===== src/rtl/serial_subtractor8.sv =====
// Bit-serial WIDTH-bit subtractor (diff = a - b), LSB first, one bit per clock.
// Define SERIAL_SUB_SATURATE_EN to clamp diff to zero when the final borrow is set.
module serial_subtractor8 #(
  parameter int WIDTH = 8
) (
  input  logic             clk,
  input  logic             rst_n,
  input  logic             ena,
  input  logic             start,
  input  logic [WIDTH-1:0] a,
  input  logic [WIDTH-1:0] b,
  output logic [WIDTH-1:0] diff,
  output logic             borrow,
  output logic             busy,
  output logic             done
);

  localparam int CW = (WIDTH > 2) ? $clog2(WIDTH) : 1;
  localparam logic [CW-1:0] LAST = CW'(WIDTH - 1);

  typedef enum logic [1:0] {
    S_IDLE,
    S_SHIFT,
    S_DONE
  } state_t;

  state_t           state, state_d;
  logic [WIDTH-1:0] sa, sa_d;
  logic [WIDTH-1:0] sb, sb_d;
  logic [WIDTH-1:0] res, res_d;
  logic [WIDTH-1:0] diff_d;
  logic [CW-1:0]    cnt, cnt_d;
  logic             bor, bor_d;
  logic             borrow_d;
  logic             busy_d;
  logic             done_d;
  logic             dbit;
  logic             bor_nx;

  assign dbit   = sa[0] ^ sb[0] ^ bor;
  assign bor_nx = (~sa[0] & sb[0]) | (~(sa[0] ^ sb[0]) & bor);

  always_comb begin
    state_d  = state;
    sa_d     = sa;
    sb_d     = sb;
    res_d    = res;
    cnt_d    = cnt;
    bor_d    = bor;
    diff_d   = diff;
    borrow_d = borrow;
    busy_d   = busy;
    done_d   = done;
    unique case (state)
      S_IDLE: begin
        done_d = 1'b0;
        if (start) begin
          sa_d    = a;
          sb_d    = b;
          bor_d   = 1'b0;
          cnt_d   = '0;
          busy_d  = 1'b1;
          state_d = S_SHIFT;
        end
      end
      S_SHIFT: begin
        sa_d  = sa >> 1;
        sb_d  = sb >> 1;
        res_d = {dbit, res[WIDTH-1:1]};
        bor_d = bor_nx;
        if (cnt == LAST) begin
          busy_d  = 1'b0;
          state_d = S_DONE;
        end else begin
          cnt_d = cnt + 1'b1;
        end
      end
      S_DONE: begin
`ifdef SERIAL_SUB_SATURATE_EN
        diff_d = bor ? '0 : res;
`else
        diff_d = res;
`endif
        borrow_d = bor;
        done_d   = 1'b1;
        state_d  = S_IDLE;
      end
      default: state_d = S_IDLE;
    endcase
  end

  always_ff @(posedge clk or negedge rst_n) begin
    if (!rst_n) begin
      state  <= S_IDLE;
      sa     <= '0;
      sb     <= '0;
      res    <= '0;
      cnt    <= '0;
      bor    <= 1'b0;
      diff   <= '0;
      borrow <= 1'b0;
      busy   <= 1'b0;
      done   <= 1'b0;
    end else if (ena) begin
      state  <= state_d;
      sa     <= sa_d;
      sb     <= sb_d;
      res    <= res_d;
      cnt    <= cnt_d;
      bor    <= bor_d;
      diff   <= diff_d;
      borrow <= borrow_d;
      busy   <= busy_d;
      done   <= done_d;
    end
  end

endmodule


===== config.mk =====
export PLATFORM = sky130hd
export DESIGN_NAME = serial_subtractor8
export DESIGN_NICKNAME = d
export VERILOG_FILES = /design/src/rtl/serial_subtractor8.sv
export SDC_FILE = /design/constraint.sdc
export NUM_CORES = 1
export LEC_CHECK = 0
export ABC_AREA = 1
export CORE_ASPECT_RATIO = 0.7
export CORE_UTILIZATION = 40
export DETAILED_ROUTE_END_ITERATION = 10
export GPL_TIMING_DRIVEN = 0
export MAX_ROUTING_LAYER = met4
export PLACE_DENSITY = 0.68
export SKIP_CTS_REPAIR_TIMING = 1
export SLEW_MARGIN = 10
export SYNTH_ARGS = -nofsm -noshare
export SYNTH_HDL_FRONTEND = slang
export SYNTH_SLANG_ARGS = --single-unit

===== constraint.sdc =====
create_clock -name clk -period 3.98 [get_ports clk]
set_clock_uncertainty 0.1 [all_clocks]
set_input_delay 0.796 -clock clk [delete_from_list [all_inputs] [get_ports clk]]
set_output_delay 0.796 -clock clk [all_outputs]
set_load 0.01 [all_outputs]

==> metrics.txt, run 1 <==
clock-pin slew on the worst setup and hold paths ~0.080 ns; WP data required 3.08 ns; critical path endpoint category output port; antenna-violating nets left 0; leading cell type in the layout, fill and taps excluded nand2_1; R2R setup slack 2.39 ns; Reg-to-Reg End cnt[2]$_DFFE_PN0P_; port bufs 30; Core Box Area 4530 sq um; Synth Instances roughly 220; Die H about 60 um; Register Area 1030 sq um; ANT cells 0; pwr dens just over 600 nW/um^2; DR WL/cell between 10 and 15 um; via count between 1,500 and 2,000; Slowest Stage Delay on Critical Path 0.55 ns; min-delay worst type input pin to async pin; Synth Net Count 247; Reg2Reg Depth 6; depth of the CTS H-tree 2; Slew Limit Fails 0; fmax 472 MHz; FF-to-FF Start cnt[0]$_DFFE_PN0P_; RSZ-0062 raised after global routing no; DP HPWL 2850 um; crit path DAT 1.22 ns; critical path, cell by cell clkdlybuf4s50_1; Seq/Total Area, Yosys roughly 52%; I/O Pins 31; initial drt markers 68; min Tclk post-route roughly 2.1 ns; Layout Nets 285; Initial DRT Pass Iterations 4; CP Depth 1; Max FO, Critical Path 2; vias per cell 4.69; Crit Path Category flip-flop to output port; Netlist cell types 22; area of the multi-input gates between 700 and 800 sq um; grt ovf 0; final setup fails 0; Initial Utilization 43.4%; clk buf depth 2; Routed WL 3990 um; Residual DRC 0; TritonCTS Buffers 5; setup TNS 0 ns; Die ar. ~5200 sq um; VDD IR max between 0.2 and 0.25 mV; CP top delay family buffers and inverters; share of layout cells above drive strength 1 14.4%; row count 20; Fin. Hold Viols 0; die width 85.8 um; number of synthesis warnings 0; TritonCTS clock tree yes; Lkg Pwr 1.21 nW; GR Util All Layers 18.5%; max-cap viol count 0; fill count approximately 420; Power, Total 1.49 mW; initial antenna violation count 0; vias in the first global route around 1,400; period utilization 53.2%; Root Buffer clkbuf_8; clk sinks 41; most frequent cells in the layout nand2_1, dfrtp_1, clkdlybuf4s50_1, o21ai_0, inv_1; largest net degree at the start of global routing 32; routability cong. between 0.7 and 0.8; area grow syn2layout 24.9%; Slew Limit Headroom 71.4%; Avg Inst Size Synth around 8.8 sq um; Worst Path Buf+Inv 1; Synth Register Bits 41; first-pass GRT wire length 6860 um; Clock Latency Late Sink 0.30 ns; mapped cell area 1970 sq um; worst slew pin tran 0.429 ns; Crit-path slowest cell clkdlybuf4s50_1; crit start category flip-flop; status finished clean
==> cell usage after synthesis <==
library cell	n	area share [%]
a21oi_1	3	0.76
o21ai_4	1	0.83
inv_1	19	3.6
inv_4	1	0.32
nand2_1	86	16
nand2_2	2	0.64
o21ai_2	8	3.6
o21ai_0	27	6.9
nor2_1	1	0.19
buf_6	6	3.4
nand3b_1	1	0.38
nand3_1	10	2.5
nor2_2	1	0.32
ha_1	2	1.3
nand2_4	2	1.1
fa_1	1	1.0
clkbuf_1	1	0.19
nor2_4	4	2.3
o21ai_1	4	1.0
inv_2	1	0.19
buf_4	2	0.76
dfrtp_1	41	52
==> state kept, by name (all words and copies together), names as in the netlist <==
register	count
cnt	3
diff	8
res	8
state	2
borrow	1
bor	1
busy	1
sa	8
done	1
sb	8
==> routing by layer <==
metal / routed length (um) / global-route usage, %
met1: 2090 / 25.7
met2: 1670 / 25.7
met3: 163 / 5.58
met4: 63 / 6.43
met5: 0 / -
==> logic make-up (layout without fill, tap and decap cells) <==
group | after synthesis | in the layout | share of synthesized area (%)
fa+ha+maj | 3 | 3 | 2.29
flops | 41 | 41 | 52.2
buf+inv | 30 | 69 | 8.53
compound gates | 43 | 43 | 13.0
simple gates | 107 | 107 | 23.9
==> power by group <==
group          switching [mW]  internal, mW  total, mW  leakage, nW
clock                   0.158         0.124      0.283       0.0481
combinational           0.341         0.245      0.586        0.615
sequential             0.0652         0.551      0.616        0.543
==> through the flow <==
stage	utilization [%]	setup slack [ns]	hold slack [ns]	instance area, sq um	instances
2_1_floorplan	-	2.45	0.346	1970	224
3_3_place_gp	51.9	0.944	0.358	2350	320
3_5_place_dp	52.2	1.69	0.368	2360	321
4_1_cts	54.2	1.85	0.263	2450	329
5_1_grt	54.2	1.81	0.267	2450	329
6_report	54.2	1.86	0.262	2450	329
==> final cells by class <==
| class | instances | share of cell area [%] |
|---|---|---|
| tap | 66 | 3.36 |
| multi-input combinational | 153 | 31.4 |
| sequential | 41 | 41.8 |
| clock buffer | 5 | 2.80 |
| clock inverter | 3 | 0.917 |
| buffer | 9 | 3.52 |
| inverter | 21 | 3.31 |
| timing repair buffer | 31 | 12.8 |
==> how the worst max path moves through the flow <==
stage,start,to,slack (ns)
finish,diff[7]$_DFFE_PN0P_,diff[7],1.86
floorplan,start,sa[0]$_DFFE_PN0P_,2.45
global route,borrow$_DFFE_PN0P_,borrow,1.81
global placement,rst_n,sa[2]$_DFFE_PN0P_,0.94
detailed placement,ena,sa[1]$_DFFE_PN0P_,1.69
CTS,diff[7]$_DFFE_PN0P_,diff[7],1.85
Note: power is estimated with default switching activity, not from simulation.
==> run 2, diff against run 1 <==
- clock period: 3.98 -> 2 ns (I/O delays scaled with it)
==> run 2 against run 1 <==
- register-to-register slack lost 2.0 ns
- sequential power rose by 100%
- utilization increased by 0.22 points
- critical path type unchanged
- largest power group unchanged
==> metrics.txt, run 2 (synthesized netlist as in run 1, its figures left out) <==
most frequent cells in the layout nand2_1, dfrtp_1, clkdlybuf4s50_1, o21ai_0, inv_1; vias per cell 4.68 (about the same); vias in the first global route 1,444 (unchanged); routability cong. 0.759 (unchanged); Reg-to-Reg End cnt[2]$_DFFE_PN0P_; I/O Pins 31 (unchanged); Initial DRT Pass Iterations 4 (unchanged); GR Util All Layers 18.5% (unchanged); Slowest Stage Delay on Critical Path 0.55 ns (about the same); Clock Latency Late Sink 0.30 ns (about the same); antenna-violating nets left 0 (unchanged); Crit Path Category flip-flop to output port; crit start category flip-flop; sequential power share 41.5% (about the same); grt ovf 0 (unchanged); area of the multi-input gates 772 sq um (unchanged); clk sinks 41 (unchanged); min Tclk post-route 1.72 ns; clock share of power 19.1% (about the same); row count 20 (unchanged); clock-pin slew on the worst setup and hold paths 0.08 ns (about the same); port bufs 30 (unchanged); max-cap viol count 0 (unchanged); initial antenna violation count 0 (unchanged); Worst Path Buf+Inv 1 (unchanged); first-pass GRT wire length 6860 um (unchanged); critical path, cell by cell clkdlybuf4s50_1; Crit-path slowest cell clkdlybuf4s50_1; Net Sw Power 1.12 mW (+99%); Internal Pwr Total 1.83 mW (+99%); Max FO, Critical Path 2 (unchanged); R2R setup slack 0.41 ns (-1.98 ns); Core Box Area 4530 sq um (unchanged); Die ar. 5200 sq um (unchanged); WP data required 1.50 ns (-1.58 ns); largest net degree at the start of global routing 32 (unchanged); Slew Limit Fails 0 (unchanged); RSZ-0062 raised after global routing no; switch share 38.0% (about the same); area grow syn2layout 25.4%; Initial Utilization 43.4% (unchanged); crit path DAT 1.22 ns (about the same); leading cell type in the layout, fill and taps excluded nand2_1; Layout Nets 286 (+0.35%); period utilization between 80 and 90%; critical path endpoint category output port; DP HPWL 2850 um (unchanged); depth of the CTS H-tree 2 (unchanged); VDD IR max 0.442 mV (+99%); Hold EP cnt[1]$_DFFE_PN0P_; final setup fails 0 (unchanged); Routed WL 4000 um (+0.15%); ANT cells 0 (unchanged); fin util 54.4% (+0.22 points); clk buf depth 2 (unchanged); fmax 581 MHz; Reg2Reg Depth 6 (unchanged); Fin. Hold Viols 0 (unchanged); setup TNS 0 ns (unchanged); DR WL/cell 12.1 um (-0.15%); Die H 60.7 um (unchanged); worst hold margin 0.382 ns (+0.120 ns); fill count 419 (-0.71%); worst slew pin tran 0.438 ns (+0.00941 ns); via count 1,546 (+0.26%); Hold Path Depth 2; initial drt markers 79 (+16%); Register Area 1030 sq um (unchanged); min-delay worst type flip-flop to flip-flop; FF-to-FF Start cnt[0]$_DFFE_PN0P_; Residual DRC 0 (unchanged); pwr dens 1200 nW/um^2 (+98%); TritonCTS Buffers 5 (unchanged); Root Buffer clkbuf_8; TritonCTS clock tree yes; share of layout cells above drive strength 1 14.4% (-0.055 points); CP top delay family buffers and inverters; status finished clean; Lkg Pwr 1.21 nW (+0.35%); power share of the combinational group 39.5% (about the same); die width 85.8 um (unchanged); CP Depth 1 (unchanged); hold path start cnt[1]$_DFFE_PN0P_; Slew Limit Headroom 70.8% (-0.63 points)
==> run 2: worst max-delay path by stage <==
| stage | from | slack [ns] | end |
|---|---|---|---|
| 3_3_place_gp | rst_n | -0.64 | sa[2]$_DFFE_PN0P_ |
| 3_5_place_dp | ena | 0.11 | sa[1]$_DFFE_PN0P_ |
| 4_1_cts | diff[7]$_DFFE_PN0P_ | 0.27 | diff[7] |
| 2_1_floorplan | cnt[0]$_DFFE_PN0P_ | 0.58 | cnt[2]$_DFFE_PN0P_ |
| 6_report | diff[7]$_DFFE_PN0P_ | 0.28 | diff[7] |
| 5_1_grt | borrow$_DFFE_PN0P_ | 0.22 | borrow |
==> run 2: stage by stage <==
stage | setup WS (ns) | cell area, sq um | std cells | total power, mW
3_5_place_dp | 0.108 | 2360 | 321 | 2.42
3_3_place_gp | -0.640 | 2350 | 320 | 2.39
2_1_floorplan | 0.583 | 1970 | 224 | 2.07
5_1_grt | 0.223 | 2460 | 330 | 3.22
6_report | 0.278 | 2460 | 330 | 2.96
4_1_cts | 0.267 | 2450 | 329 | 2.99
==> run 2: final cells by class <==
class,count,share of cell area [%]
Sequential cell,41,41.6
Clock buffer,5,2.79
Buffer,9,3.50
Tap cell,66,3.35
Timing Repair Buffer,32,13.2
Inverter,21,3.30
Clock inverter,3,0.914
Multi-Input combinational cell,153,31.3
==> run 2: per-layer routing <==
metal | GRT usage (%) | routed length (um)
met5 | - | 0
met4 | 6.43 | 63
met3 | 5.58 | 167
met2 | 25.7 | 1660
met1 | 25.7 | 2110
==> run 2: power by group through the flow <==
stage	Combinational, mW	Sequential [mW]	Clock [mW]
global route	1.35	1.26	0.615
detailed placement	1.18	1.24	0
finish	1.17	1.23	0.564
CTS	1.19	1.23	0.576
global placement	1.15	1.23	0
floorplan	0.834	1.23	0
